--- src/rtl/vga_timing_800x600.sv ---
// vga_timing_800x600: 800x600@60 raster counters with registered, coherent sync/video decode
module vga_timing_800x600 #(
    parameter int   H_SYNC   = 128,
    parameter int   H_BP     = 88,
    parameter int   H_ACTIVE = 800,
    parameter int   H_FP     = 40,
    parameter int   V_SYNC   = 4,
    parameter int   V_BP     = 23,
    parameter int   V_ACTIVE = 600,
    parameter int   V_FP     = 1,
    parameter logic H_POL    = 1'b1,
    parameter logic V_POL    = 1'b1
) (
    input  logic        clk,
    input  logic        rst_n,
    input  logic        pix_en,
    output logic [10:0] hc,
    output logic [10:0] vc,
    output logic        hsync,
    output logic        vsync,
    output logic        vidon,
    output logic        frame_start
);
    localparam logic [10:0] H_LAST = 11'(H_SYNC + H_BP + H_ACTIVE + H_FP - 1);
    localparam logic [10:0] V_LAST = 11'(V_SYNC + V_BP + V_ACTIVE + V_FP - 1);
    localparam logic [10:0] H_SW   = 11'(H_SYNC);
    localparam logic [10:0] V_SW   = 11'(V_SYNC);
    localparam logic [10:0] H_VS   = 11'(H_SYNC + H_BP);
    localparam logic [10:0] H_VE   = 11'(H_SYNC + H_BP + H_ACTIVE);
    localparam logic [10:0] V_VS   = 11'(V_SYNC + V_BP);
    localparam logic [10:0] V_VE   = 11'(V_SYNC + V_BP + V_ACTIVE);

    logic [10:0] hc_nx, vc_nx;
    logic        h_wrap, v_wrap;

    // next raster position; flags below decode this so nothing lags the counters
    always_comb begin
        h_wrap = hc == H_LAST;
        v_wrap = vc == V_LAST;
        hc_nx  = pix_en ? (h_wrap ? 11'd0 : hc + 11'd1) : hc;
        vc_nx  = (pix_en && h_wrap) ? (v_wrap ? 11'd0 : vc + 11'd1) : vc;
    end

    // counters and decoded outputs all registered from the same next position
    always_ff @(posedge clk) begin
        if (!rst_n) begin
            hc          <= 11'd0;
            vc          <= 11'd0;
            hsync       <= H_POL;
            vsync       <= V_POL;
            vidon       <= 1'b0;
            frame_start <= 1'b0;
        end else begin
            hc          <= hc_nx;
            vc          <= vc_nx;
            hsync       <= (hc_nx < H_SW) ? H_POL : ~H_POL;
            vsync       <= (vc_nx < V_SW) ? V_POL : ~V_POL;
            vidon       <= (hc_nx >= H_VS) && (hc_nx < H_VE) && (vc_nx >= V_VS) && (vc_nx < V_VE);
            frame_start <= pix_en && h_wrap && v_wrap;
        end
    end
endmodule

--- config.mk ---
export PLATFORM = sky130hd
export DESIGN_NAME = vga_timing_800x600
export DESIGN_NICKNAME = d
export VERILOG_FILES = /design/src/rtl/vga_timing_800x600.sv
export SDC_FILE = /design/constraint.sdc
export NUM_CORES = 1
export LEC_CHECK = 0
export BUFFER_PORTS_ARGS = -buffer_cell sky130_fd_sc_hd__buf_2
export CAP_MARGIN = 10
export CORE_ASPECT_RATIO = 0.9
export CORE_MARGIN = 10
export CORE_UTILIZATION = 49
export DETAILED_ROUTE_END_ITERATION = 16
export HOLD_SLACK_MARGIN = 0.15
export MAX_ROUTING_LAYER = met4
export PLACE_DENSITY_LB_ADDON = 0.08
export SYNTH_ARGS = -nofsm -noshare
export SYNTH_HDL_FRONTEND = slang
export SYNTH_SLANG_ARGS = --single-unit
--- constraint.sdc ---
create_clock -name clk -period 2.23 [get_ports clk]
set_input_delay 0.5575 -clock clk [delete_from_list [all_inputs] [get_ports clk]]
set_output_delay 0.5575 -clock clk [all_outputs]
set_load 0.02 [all_outputs]
---- Yosys cells after proc, flatten, opt, wreduce, memory -nomap -nowiden ----
Index checks and enable logic that the tools add are counted.
word-level totals
  logic and storage cells ................. 27
  output and inout bits ................... 26
  flip-flop bits (word level) ............. 26
  input bits .............................. 3
operators by class
  $add $sub $neg .......................... 2
  order comparisons ....................... 6
  multiplexer cells ....................... 6
  reduce and logical (&&, ||, !) cells .... 5
  equality and inequality tests ........... 2
operators with widths
  kind                                                          count
  two-way mux 11 bit                                            4
  adder 11 x 1 -> 11 bit, second input constant                 2
  less-than comparator 11 x 10 -> 1 bit, second input constant  2
  == test 11 x 10 -> 1 bit, second input constant               1
  == test 11 bit, second input constant                         1
  >= comparator 11 x 5 -> 1 bit, second input constant          1
  >= comparator 11 x 8 -> 1 bit, second input constant          1
  less-than comparator 11 x 3 -> 1 bit, second input constant   1
  less-than comparator 11 x 8 -> 1 bit, second input constant   1
  logical AND 1 bit                                             5
  two-way mux 1 bit                                             2

---- Depth between registers and ports, before layout ----
Gate-level depths: netlist (run 1).
  word-level depth ........................ 7
  gate-level depth with buffers ........... 9

---- Least setup slack after synthesis (run 1) ----
Ideal clock, no wire load.
  path type ............................... reg2reg
  start point ............................. reg hc[0]
  end point ............................... reg vidon
  setup slack ............................. -0.092 ns
  cell stages (with the launch flop) ...... 10
  library setup time ...................... 0.088 ns
  data required time ...................... 2.142 ns
  clock period less this slack ............ 2.322 ns
  arrival time ............................ 2.234 ns
  buffers on the path ..................... 1
  cells stage by stage .................... dfxtp_1 ha_1 and4b_1 and3_4 buf_6 mux2_4 o21a_1 o211ai_2 a211oi_1 nor4_2
on the way
  longest elaborated chain between the ends .. 7
  elaborated cells on any way between the ends .. 13
  those cells by class .................... 1 x add/sub; 4 x order compare; 1 x eq/ne; 3 x mux; 4 x reduce/logical
RTL lines
  what                                                                                           RTL line  RTL
  from (decl)                                                                                    17        output logic [10:0] hc,
  from (signal assigned)                                                                         54        hc <= hc_nx;
  adder 11 x 1 -> 11 bit / == test 11 bit (equally long branches)                                40, 38
  two-way mux 11 bit (2 in a row)                                                                40        hc_nx = pix_en ? (h_wrap ? 11'd0 : hc + 11'd1) : hc;
  >= comparator 11 x 8 -> 1 bit / less-than comparator 11 x 10 -> 1 bit (equally long branches)  58        vidon <= (hc_nx >= H_VS) && (hc_nx < H_VE) && (vc_nx >= V_VS) && (vc_nx < V_VE);
  logical AND 1 bit (2 in a row)                                                                 58
  logical AND 1 bit *                                                                            58
  to (signal assigned)                                                                           58
  to (decl)                                                                                      21        output logic vidon,
Every way passes the cells marked *; elsewhere a longest branch is shown, timed or not.
A chain may end at the register's enable or synchronous reset.

---- Final worst setup path (run 1) ----
  start point ............................. reg hc[10]
  end point ............................... reg vidon
The elaborated chain is that of the path after synthesis.

==> flow_summary.json, run 1 <==
{
  "ctsLongestPathBuffers": 2,
  "die-width_um": 78.3,
  "post_drt_via_cell_ratio": 6.04,
  "maximum_capacitance_violations": 0,
  "critical_path_peak_fanout": 12,
  "clk_transition_reported_paths_ps": 140,
  "hold_viol": 0,
  "power_switching_uw": 176,
  "postSynthCellCount": 183,
  "grt_overflow_total": 0,
  "route.detailed.wl_per_inst_um": 16.6,
  "std_cell_rows": 18,
  "crit_slowest_cell": "dfxtp_1",
  "path_class": "reg2reg",
  "worstPathCellList": "nor3b_2 > nand3_4 > buf_12 > a221o_1 > nand4bb_4 > a211oi_4 > nor4_2",
  "final_period_minus_worst_setup_slack_ps": 2200,
  "seqPwrFrac_pct": 62.1,
  "clock_insertion_delay_worst_skew_ps": 340,
  "worst_hold_slack_ps": 490,
  "path_depth": 7,
  "antenna_cells": 0,
  "design.die.area_um2": 5680,
  "syn_avg_cell_area_um2": 8.20,
  "buffers_and_inverters_on_the_worst_path": 1,
  "worst_path_largest_cell_delay_ps": 420,
  "numPortBuffers": 28,
  "gp_congestion": 0.897,
  "relSlewSlack_pct": 66.8,
  "route.antenna.remaining_nets": 0,
  "timing.setup.tns_ps": 0,
  "worstSetupStartpoint": "hc[10]$_SDFF_PN0_",
  "tritoncts.num_buffers": 3,
  "max_freq_mhz": 455,
  "cts_num_sinks": 26,
  "critical_path.endpoint_type": "flop",
  "drt_first_iter_violations": 183,
  "number_of_synthesized_flops_with_an_enable_pin": 0,
  "hold_removal_path_class": "in2reg",
  "die_y_um": 72.5,
  "pwr-share-comb_pct": 5.6,
  "cellLeakagePower_uw": 0.000844,
  "path_delay_family": "simple AND/OR/NAND/NOR gates",
  "yosys_warn_count": 0,
  "cts_tree": "done",
  "core_um2": 2840,
  "netlist-cell-type-count": 54,
  "ctsHoldBuffers": 0,
  "power-per-cell-area_nw_per_um2": 369,
  "max_vdd_drop_uv": 321,
  "ctsHtreeMaxLevel": 1,
  "tightestPinTransition_ps": 497,
  "synth-seq-area-share_pct": 34.7,
  "internal_power_uw": 585,
  "clock_power_share_pct": 32.2,
  "synthArstFlopShare_pct": 0,
  "dr_total_vias": 1661,
  "ys_seq_elements": 26,
  "grt_pass1_vias": 1507,
  "rr_startpoint": "hc[10]$_SDFF_PN0_",
  "detail_route.wirelength_mm": 4.57,
  "mostFrequentLayoutCell": "buf_2",
  "grt_pass1_wl_mm": 7.21,
  "timing.clock.skew_ps": 7.85,
  "layout.nets": 241,
  "start_util_pct": 52.9,
  "cp.arrival_ps": 2440,
  "layout_filler_cell_count": 242,
  "rr_worst_depth": 7,
  "drive_above_1_share_pct": 38.7,
  "area_growth_pct": 37.3,
  "worst_ep_required_time_ps": 2480,
  "grt_max_degree": 15,
  "track_usage_pct": 15.8,
  "antenna_found_initial": 0,
  "status": "finished clean",
  "io_pins": 29,
  "detail_route.drc_violations": 0,
  "startpoint_type_of_the_worst_setup_path": "flop",
  "layout_worst_path_cycle_share_pct": 98.6,
  "ys.flop_type": "dfxtp_1",
  "dp_hpwl_mm": 3.23,
  "layout_common_cells": "buf_2, nor2_1, buf_4",
  "final-max-slew-violation-count": 0,
  "clockRootBuffer": "clkbuf_4",
  "sw_frac_of_total_pct": 23.1,
  "setup_viol": 0,
  "holdCritStartpoint": "rst_n",
  "mappedNetlistNets": 188,
  "timing.hold.worst_path_depth": 2,
  "drt_pass1_iterations": 4,
  "syn_area_um2": 1500
}
## path summary, 6_finish.rpt
kind                            to  slack, ps
setup / recovery  vidon$_SDFF_PN0_         30
hold / removal    hsync$_SDFF_PN1_        490
setup reg to reg  vidon$_SDFF_PN0_         30
hold reg to reg   hc[1]$_SDFF_PN0_        580
## worst reg2reg max path, stage by stage (launching register included)
cell and delay, ps:
dfxtp_1 420, nor3b_2 400, nand3_4 140, buf_12 170, a221o_1 360, nand4bb_4 260
a211oi_4 300, nor4_2 60
## flip-flops by register name (all words and copies together), names as in the netlist
name / cells
frame_start: 1
hc: 11
hsync: 1
vc: 11
vidon: 1
vsync: 1
## cells in the mapped netlist, types with 2 or more instances
master,instances,area share (%)
and2_1,4,1.7
o21a_1,3,1.5
xnor2_1,8,4.7
o21ai_0,4,1.3
o21ai_1,2,0.67
a21oi_1,9,3.0
inv_1,6,1.5
xor2_1,4,2.3
o22ai_1,2,0.83
dfxtp_1,26,35
a31oi_1,2,0.83
buf_2,2,0.67
nand2_1,16,4.0
and4_1,2,1.2
and3_1,5,2.1
nand3_1,10,3.3
ha_1,2,1.7
a22oi_1,3,1.5
nand4_1,6,2.5
nor2_1,24,6.0
nor3_1,10,3.3
## timing repair
action                     in CTS  in global routing
setup endpoints to repair       1                  2
buffers inserted                1                  5
resized for setup               7                 21
pin swaps                       3                  8
## power by group through the flow
stage | combinational [µW] | sequential (µW) | clock, µW
6_report | 42.7 | 473 | 245
3_5_place_dp | 33.9 | 484 | 0
3_3_place_gp | 32.8 | 484 | 0
5_1_grt | 47.9 | 474 | 266
4_1_cts | 33.8 | 474 | 248
2_1_floorplan | 16.6 | 489 | 0
## logic make-up after synthesis
kind of cell    Yosys count  share of synthesized area, %
simple gates             91                          33.2
compound gates           39                          18.1
flops                    26                          34.7
xor+xnor                 12                          7.01
buf+inv                  11                          3.67
mux                       2                          1.67
fa+ha+maj                 2                          1.67
## per-layer routing
layer / up-vias / GRT usage, % / wire length (µm) / share of wire, %
li1: 783 / - / - / -
met1: 791 / 19.3 / 1990 / 44
met2: 81 / 24.6 / 2100 / 46
met3: 6 / 4.68 / 421 / 9.2
met4: 0 / 4.97 / 59 / 1.3
met5: - / - / 0 / 0
## metrics by stage
step	std cells	area [µm²]	setup slack (ps)	util, %	power [µW]
after global placement	265	1820	-4.48	64.3	516
final	275	2060	31.7	72.6	761
after floorplan	183	1520	14.9	-	505
after detailed placement	265	1820	-95.5	64.3	518
after CTS	270	1900	4.28	67.1	756
after global routing	275	2060	-64.6	72.6	788
## final cells by class
| class | count | area (µm²) | share of cell area (%) |
|---|---|---|---|
| repair buffers | 53 | 340 | 16.5 |
| flip-flops and latches | 26 | 531 | 25.8 |
| inverters | 6 | 22.5 | 1.09 |
| multi-input cells | 146 | 1080 | 52.4 |
| clock buffers | 4 | 36.3 | 1.76 |
| well taps | 40 | 50.0 | 2.43 |
Note: power is estimated with default switching activity, not from simulation.
==> run 2, diff against run 1 <==
--- a/config.mk
+++ b/config.mk
@@ -10,9 +10,9 @@
 export CORE_ASPECT_RATIO = 0.9
 export CORE_MARGIN = 10
 export CORE_UTILIZATION = 49
+export CTS_CLUSTER_SIZE = 24
 export DETAILED_ROUTE_END_ITERATION = 16
 export HOLD_SLACK_MARGIN = 0.15
-export MAX_ROUTING_LAYER = met4
 export PLACE_DENSITY_LB_ADDON = 0.08
 export SYNTH_ARGS = -nofsm -noshare
 export SYNTH_HDL_FRONTEND = slang
==> run 2 against run 1 <==
Global-route usage shrank 1.5 points. Die area unchanged. Clock skew increased by 11 ps. Sequential power about the same. Setup slack gained 55 ps. Cell count decreased by 1.5%. Wire length shrank 4.3%. Power up 10%. Register-to-register slack gained 50 ps. Sequential share of layout area is 1.1 points higher. Core utilization shrank 3.2 points.
==> flow_summary.json, run 2 (synthesized netlist as in run 1, its figures left out) <==
{
  "path_delay_family": "compound AO/OA/AOI/OAI gates",
  "layout.nets": 237,
  "reg.largest.list": "hc (11), vc (11)",
  "max_freq_mhz": 467,
  "final_cell_utilization_of_the_core_pct": 69.4,
  "io_pins": 29,
  "start_util_pct": 52.9,
  "timing.clock.skew_ps": 19.0,
  "antenna_found_initial": 0,
  "hold_viol": 0,
  "route.detailed.wl_per_inst_um": 16.1,
  "power-per-cell-area_nw_per_um2": 426,
  "cp.arrival_ps": 2390,
  "ctsHtreeMaxLevel": 1,
  "setup_viol": 0,
  "track_usage_pct": 14.3,
  "grt_pass1_vias": 1419,
  "drive_above_1_share_pct": 34.6,
  "std_cell_rows": 18,
  "layout_common_cells": "buf_2, nor2_1, dfxtp_1",
  "max_vdd_drop_uv": 333,
  "place_inst": 263,
  "crit_slowest_cell": "dfxtp_4",
  "critical_path.endpoint_type": "flop",
  "antenna_cells": 0,
  "detail_route.wirelength_mm": 4.38,
  "ctsLongestPathBuffers": 2,
  "status": "finished clean",
  "dr_total_vias": 1618,
  "worstPathCellList": "ha_4 > and4b_2 > nand3_4 > buf_6 > a221o_1 > nand4bb_1 > o31ai_1",
  "post_layout_nonfiller_instances": 271,
  "numPortBuffers": 28,
  "drt_pass1_iterations": 5,
  "buffers_and_inverters_on_the_worst_path": 1,
  "mostFrequentLayoutCell": "buf_2",
  "design.die.area_um2": 5680,
  "clock_insertion_delay_worst_skew_ps": 330,
  "dp_hpwl_mm": 3.20,
  "cellLeakagePower_uw": 0.000799,
  "layout_worst_path_cycle_share_pct": 96.1,
  "grt_max_degree": 16,
  "final-max-slew-violation-count": 0,
  "timing.setup.tns_ps": 0,
  "clockRootBuffer": "clkbuf_4",
  "core_um2": 2840,
  "unrepaired_setup_endpoints_after_global_routing": "false",
  "tightestPinTransition_ps": 518,
  "maximum_capacitance_violations": 0,
  "area_growth_pct": 31.2,
  "detail_route.drc_violations": 0,
  "grt_overflow_total": 0,
  "drt_first_iter_violations": 199,
  "startpoint_type_of_the_worst_setup_path": "flop",
  "layout_filler_cell_count": 258,
  "clk_transition_reported_paths_ps": 160,
  "worst_hold_slack_ps": 492,
  "cts_tree": "done",
  "die-width_um": 78.3,
  "route.antenna.remaining_nets": 0,
  "ctsHoldBuffers": 0,
  "cts_num_sinks": 26,
  "hold_removal_path_class": "in2reg",
  "final_period_minus_worst_setup_slack_ps": 2140,
  "grt_pass1_wl_mm": 6.83,
  "worst_path_largest_cell_delay_ps": 410,
  "gp_congestion": 0.890,
  "relSlewSlack_pct": 65.4,
  "critical_path_peak_fanout": 5,
  "post_drt_via_cell_ratio": 5.97,
  "tritoncts.num_buffers": 3,
  "worst_ep_required_time_ps": 2470,
  "report.power.total_uw": 838,
  "die_y_um": 72.5,
  "path_class": "reg2reg"
}
run 2: changes by cell type in the layout (fill, tap and decap cells not counted), sizes merged:
| cell | before | now |
|---|---|---|
| bufinv | 0 | 1 |
| buf | 53 | 49 |
| clkbuf | 4 | 3 |
run 2: final cells by class:
class	count	area, µm²	area share (%)
clock buffers	3	22.5	1.14
well taps	40	50.0	2.54
inverters	6	22.5	1.14
repair buffers	49	299	15.2
multi-input cells	146	1020	51.6
clock inverters	1	30.0	1.53
flip-flops and latches	26	528	26.8
run 2: path summary, 6_finish.rpt:
| kind | start | endpoint | slack [ps] | depth (start not counted) |
|---|---|---|---|---|
| setup reg to reg | hc[0]$_SDFF_PN0_ | vsync$_SDFF_PN1_ | 90 | 7 |
| setup / recovery | hc[0]$_SDFF_PN0_ | vsync$_SDFF_PN1_ | 90 | 7 |
| hold reg to reg | hc[0]$_SDFF_PN0_ | hc[0]$_SDFF_PN0_ | 570 | 2 |
| hold / removal | rst_n | hsync$_SDFF_PN1_ | 490 | 2 |
run 2: worst reg2reg max path: cells and delay by family, from the launching register on:
family | cells | cell delay (ps)
AND/OR/NAND/NOR | 3 | 650
flip-flops | 1 | 410
buffers and inverters | 1 | 160
AO/OA/AOI/OAI | 2 | 680
adder cells (fa/ha/maj) | 1 | 150
run 2: repair_timing:
item	CTS	global route
buffers inserted	1	2
setup endpoints to repair	1	2
resized for setup	1	16
cloned	0	1
pin swaps	1	5
hold endpoints to repair	0	0
run 2: per-layer routing:
layer / wire length (µm) / vias to the layer above / global-route usage (%)
li1: - / 773 / -
met1: 1970 / 739 / 19.0
met2: 1940 / 100 / 22.2
met3: 433 / 6 / 4.68
met5: 0 / - / 0
met4: 33 / 0 / 2.78
run 2: stage by stage:
stage                     setup slack [ps]  area (µm²)
after floorplan                       14.9        1520
after global placement                5.98        1800
after detailed placement             -47.8        1800
after CTS                             1.61        1860
after global routing                  7.62        1970
final                                 86.4        1970
run 2: power by group:
part	switching (µW)	internal, µW
registers	6.38	469
clock network	145	182
logic	22.2	13.4
==> run 3, diff against run 2 <==
--- a/config.mk
+++ b/config.mk
@@ -14,6 +14,7 @@
 export DETAILED_ROUTE_END_ITERATION = 16
 export HOLD_SLACK_MARGIN = 0.15
 export PLACE_DENSITY_LB_ADDON = 0.08
+export RECOVER_POWER = 50
 export SYNTH_ARGS = -nofsm -noshare
 export SYNTH_HDL_FRONTEND = slang
 export SYNTH_SLANG_ARGS = --single-unit
==> run 3 against run 2 <==
Combinational power is 2% lower. Cell count stayed put. Largest cell class unchanged. Wire length is 0.16% lower. First-iteration DRC count is 8.5% lower.
==> flow_summary.json, run 3 (synthesized netlist as in run 1, its figures left out) <==
{
  "status": "finished clean",
  "grt_max_degree": 16,
  "antenna_cells": 0,
  "power-per-cell-area_nw_per_um2": 431,
  "final-max-slew-violation-count": 0,
  "crit_slowest_cell": "or3_4",
  "tritoncts.num_buffers": 3,
  "hold_removal_path_class": "in2reg",
  "clock_insertion_delay_worst_skew_ps": 330,
  "mostFrequentLayoutCell": "nor2_1",
  "ctsLongestPathBuffers": 2,
  "cts_num_sinks": 26,
  "internal_power_uw": 664,
  "route.detailed.wl_per_inst_um": 16.1,
  "track_usage_pct": 14.3,
  "cts_tree": "done",
  "std_cell_rows": 18,
  "clockRootBuffer": "clkbuf_4",
  "wl_met3_um": 383,
  "setup_viol": 0,
  "startpoint_type_of_the_worst_setup_path": "flop",
  "antenna_found_initial": 0,
  "area_growth_pct": 29.8,
  "timing.setup.tns_ps": 0,
  "maximum_capacitance_violations": 0,
  "met2WireLength_mm": 1.93,
  "drt_pass1_iterations": 5,
  "start_util_pct": 52.9,
  "timing.clock.skew_ps": 21.0,
  "placed_area_um2": 1800,
  "detail_route.drc_violations": 0,
  "worst_path_largest_cell_delay_ps": 420,
  "drt_first_iter_violations": 182,
  "reg.largest.list": "hc (11), vc (11)",
  "die_y_um": 72.5,
  "max_freq_mhz": 467,
  "worst_ep_required_time_ps": 2480,
  "clk_transition_reported_paths_ps": 160,
  "critical_path_peak_fanout": 5,
  "hold_viol": 0,
  "grt_pass1_wl_mm": 6.83,
  "io_pins": 29,
  "seqPwrFrac_pct": 56.7,
  "cellLeakagePower_uw": 0.000731,
  "dr.max_layer_used": "met4",
  "grt_overflow_total": 0,
  "relSlewSlack_pct": 66.5,
  "dr_total_vias": 1616,
  "max_vdd_drop_uv": 333,
  "power_switching_uw": 175,
  "tightestPinTransition_ps": 502,
  "gp_congestion": 0.890,
  "buffers_and_inverters_on_the_worst_path": 0,
  "stdcell_area_um2": 1950,
  "place_inst": 263,
  "die-width_um": 78.3,
  "grt_pass1_vias": 1419,
  "wl_met1_mm": 2.02,
  "dp_hpwl_mm": 3.20,
  "post_layout_nonfiller_instances": 271,
  "path_class": "reg2reg",
  "core_um2": 2840,
  "route.antenna.remaining_nets": 0,
  "post_drt_via_cell_ratio": 5.96,
  "drive_above_1_share_pct": 27.3,
  "cp.arrival_ps": 2390,
  "path_delay_family": "simple AND/OR/NAND/NOR gates",
  "worstPathCellList": "ha_4 > and4b_2 > nand3_4 > or3_4 > xor2_4 > a211o_1 > a21boi_1 > nor4_2",
  "unrepaired_setup_endpoints_after_global_routing": "false",
  "numPortBuffers": 28,
  "critical_path.endpoint_type": "flop",
  "detail_route.wirelength_mm": 4.37,
  "final_period_minus_worst_setup_slack_ps": 2140,
  "layout.nets": 237,
  "design.die.area_um2": 5680,
  "pwr-share-comb_pct": 4.2,
  "ctsHtreeMaxLevel": 1,
  "layout_common_cells": "nor2_1, dfxtp_1, buf_4",
  "layout_filler_cell_count": 263,
  "layout_worst_path_cycle_share_pct": 96.0,
  "sw_frac_of_total_pct": 20.9,
  "clock_power_share_pct": 39.2
}
## run 3: changes by cell type in the layout (fill, tap and decap cells not counted), sizes merged
cell	previous run	this run
buf	49	32
clkbuf	3	20
## run 3: power by group through the flow
stage                     clock network, µW  registers (µW)  logic [µW]
after global routing                    356             477        38.3
after CTS                               333             474        33.9
final                                   329             476        34.9
after detailed placement                  0             484        33.9
after floorplan                           0             489        16.6
after global placement                    0             484        32.8
## run 3: routing by layer
metal,up-vias,global-route usage [%]
met2,87,22.2
met5,-,0
met4,0,2.78
met1,747,19.0
li1,774,-
met3,8,4.68
## run 3: cell type report
class / count / area, µm² / area share (%)
inverter: 6 / 22.5 / 1.16
timing repair buffer: 49 / 278 / 14.3
multi-input combinational: 146 / 1020 / 52.2
clock buffer: 3 / 22.5 / 1.16
tap: 40 / 50.0 / 2.57
sequential: 26 / 528 / 27.1
clock inverter: 1 / 30.0 / 1.54
## run 3: timing repair
| action | 4_1_cts | 5_1_grt |
|---|---|---|
| endpoints found under the setup margin | 1 | 2 |
| pin swaps | 1 | 5 |
| resized for setup | 1 | 16 |
| hold buffers | 0 | 0 |
| endpoints found under the hold margin | 0 | 0 |
| cloned | 0 | 1 |
| buffers inserted | 1 | 2 |
## run 3: worst paths after layout
path                     from          endpoint  slack (ps)  depth (start not counted)
max          hc[0]$_SDFF_PN0_  vidon$_SDFF_PN0_          90                          8
min                     rst_n  hsync$_SDFF_PN1_         490                          2
max reg2reg  hc[0]$_SDFF_PN0_  vidon$_SDFF_PN0_          90                          8
min reg2reg  hc[1]$_SDFF_PN0_  hc[1]$_SDFF_PN0_         570                          2
## run 3: worst reg2reg max path: stages (launching register included)
cell      delay [ps]
dfxtp_4          410
ha_4             150
and4b_2          310
nand3_4          110
or3_4            420
xor2_4           180
a211o_1          230
a21boi_1         170
nor4_2            70
## run 3: metrics by stage
| stage | setup slack, ps | util (%) | hold WS [ps] | power (µW) |
|---|---|---|---|---|
| 2_1_floorplan | 14.9 | - | 517 | 505 |
| 3_3_place_gp | 5.98 | 63.3 | 508 | 516 |
| 3_5_place_dp | -47.8 | 63.3 | 530 | 518 |
| 4_1_cts | 1.61 | 65.5 | 478 | 841 |
| 5_1_grt | 12.5 | 68.6 | 475 | 871 |
| 6_report | 89.0 | 68.6 | 491 | 839 |
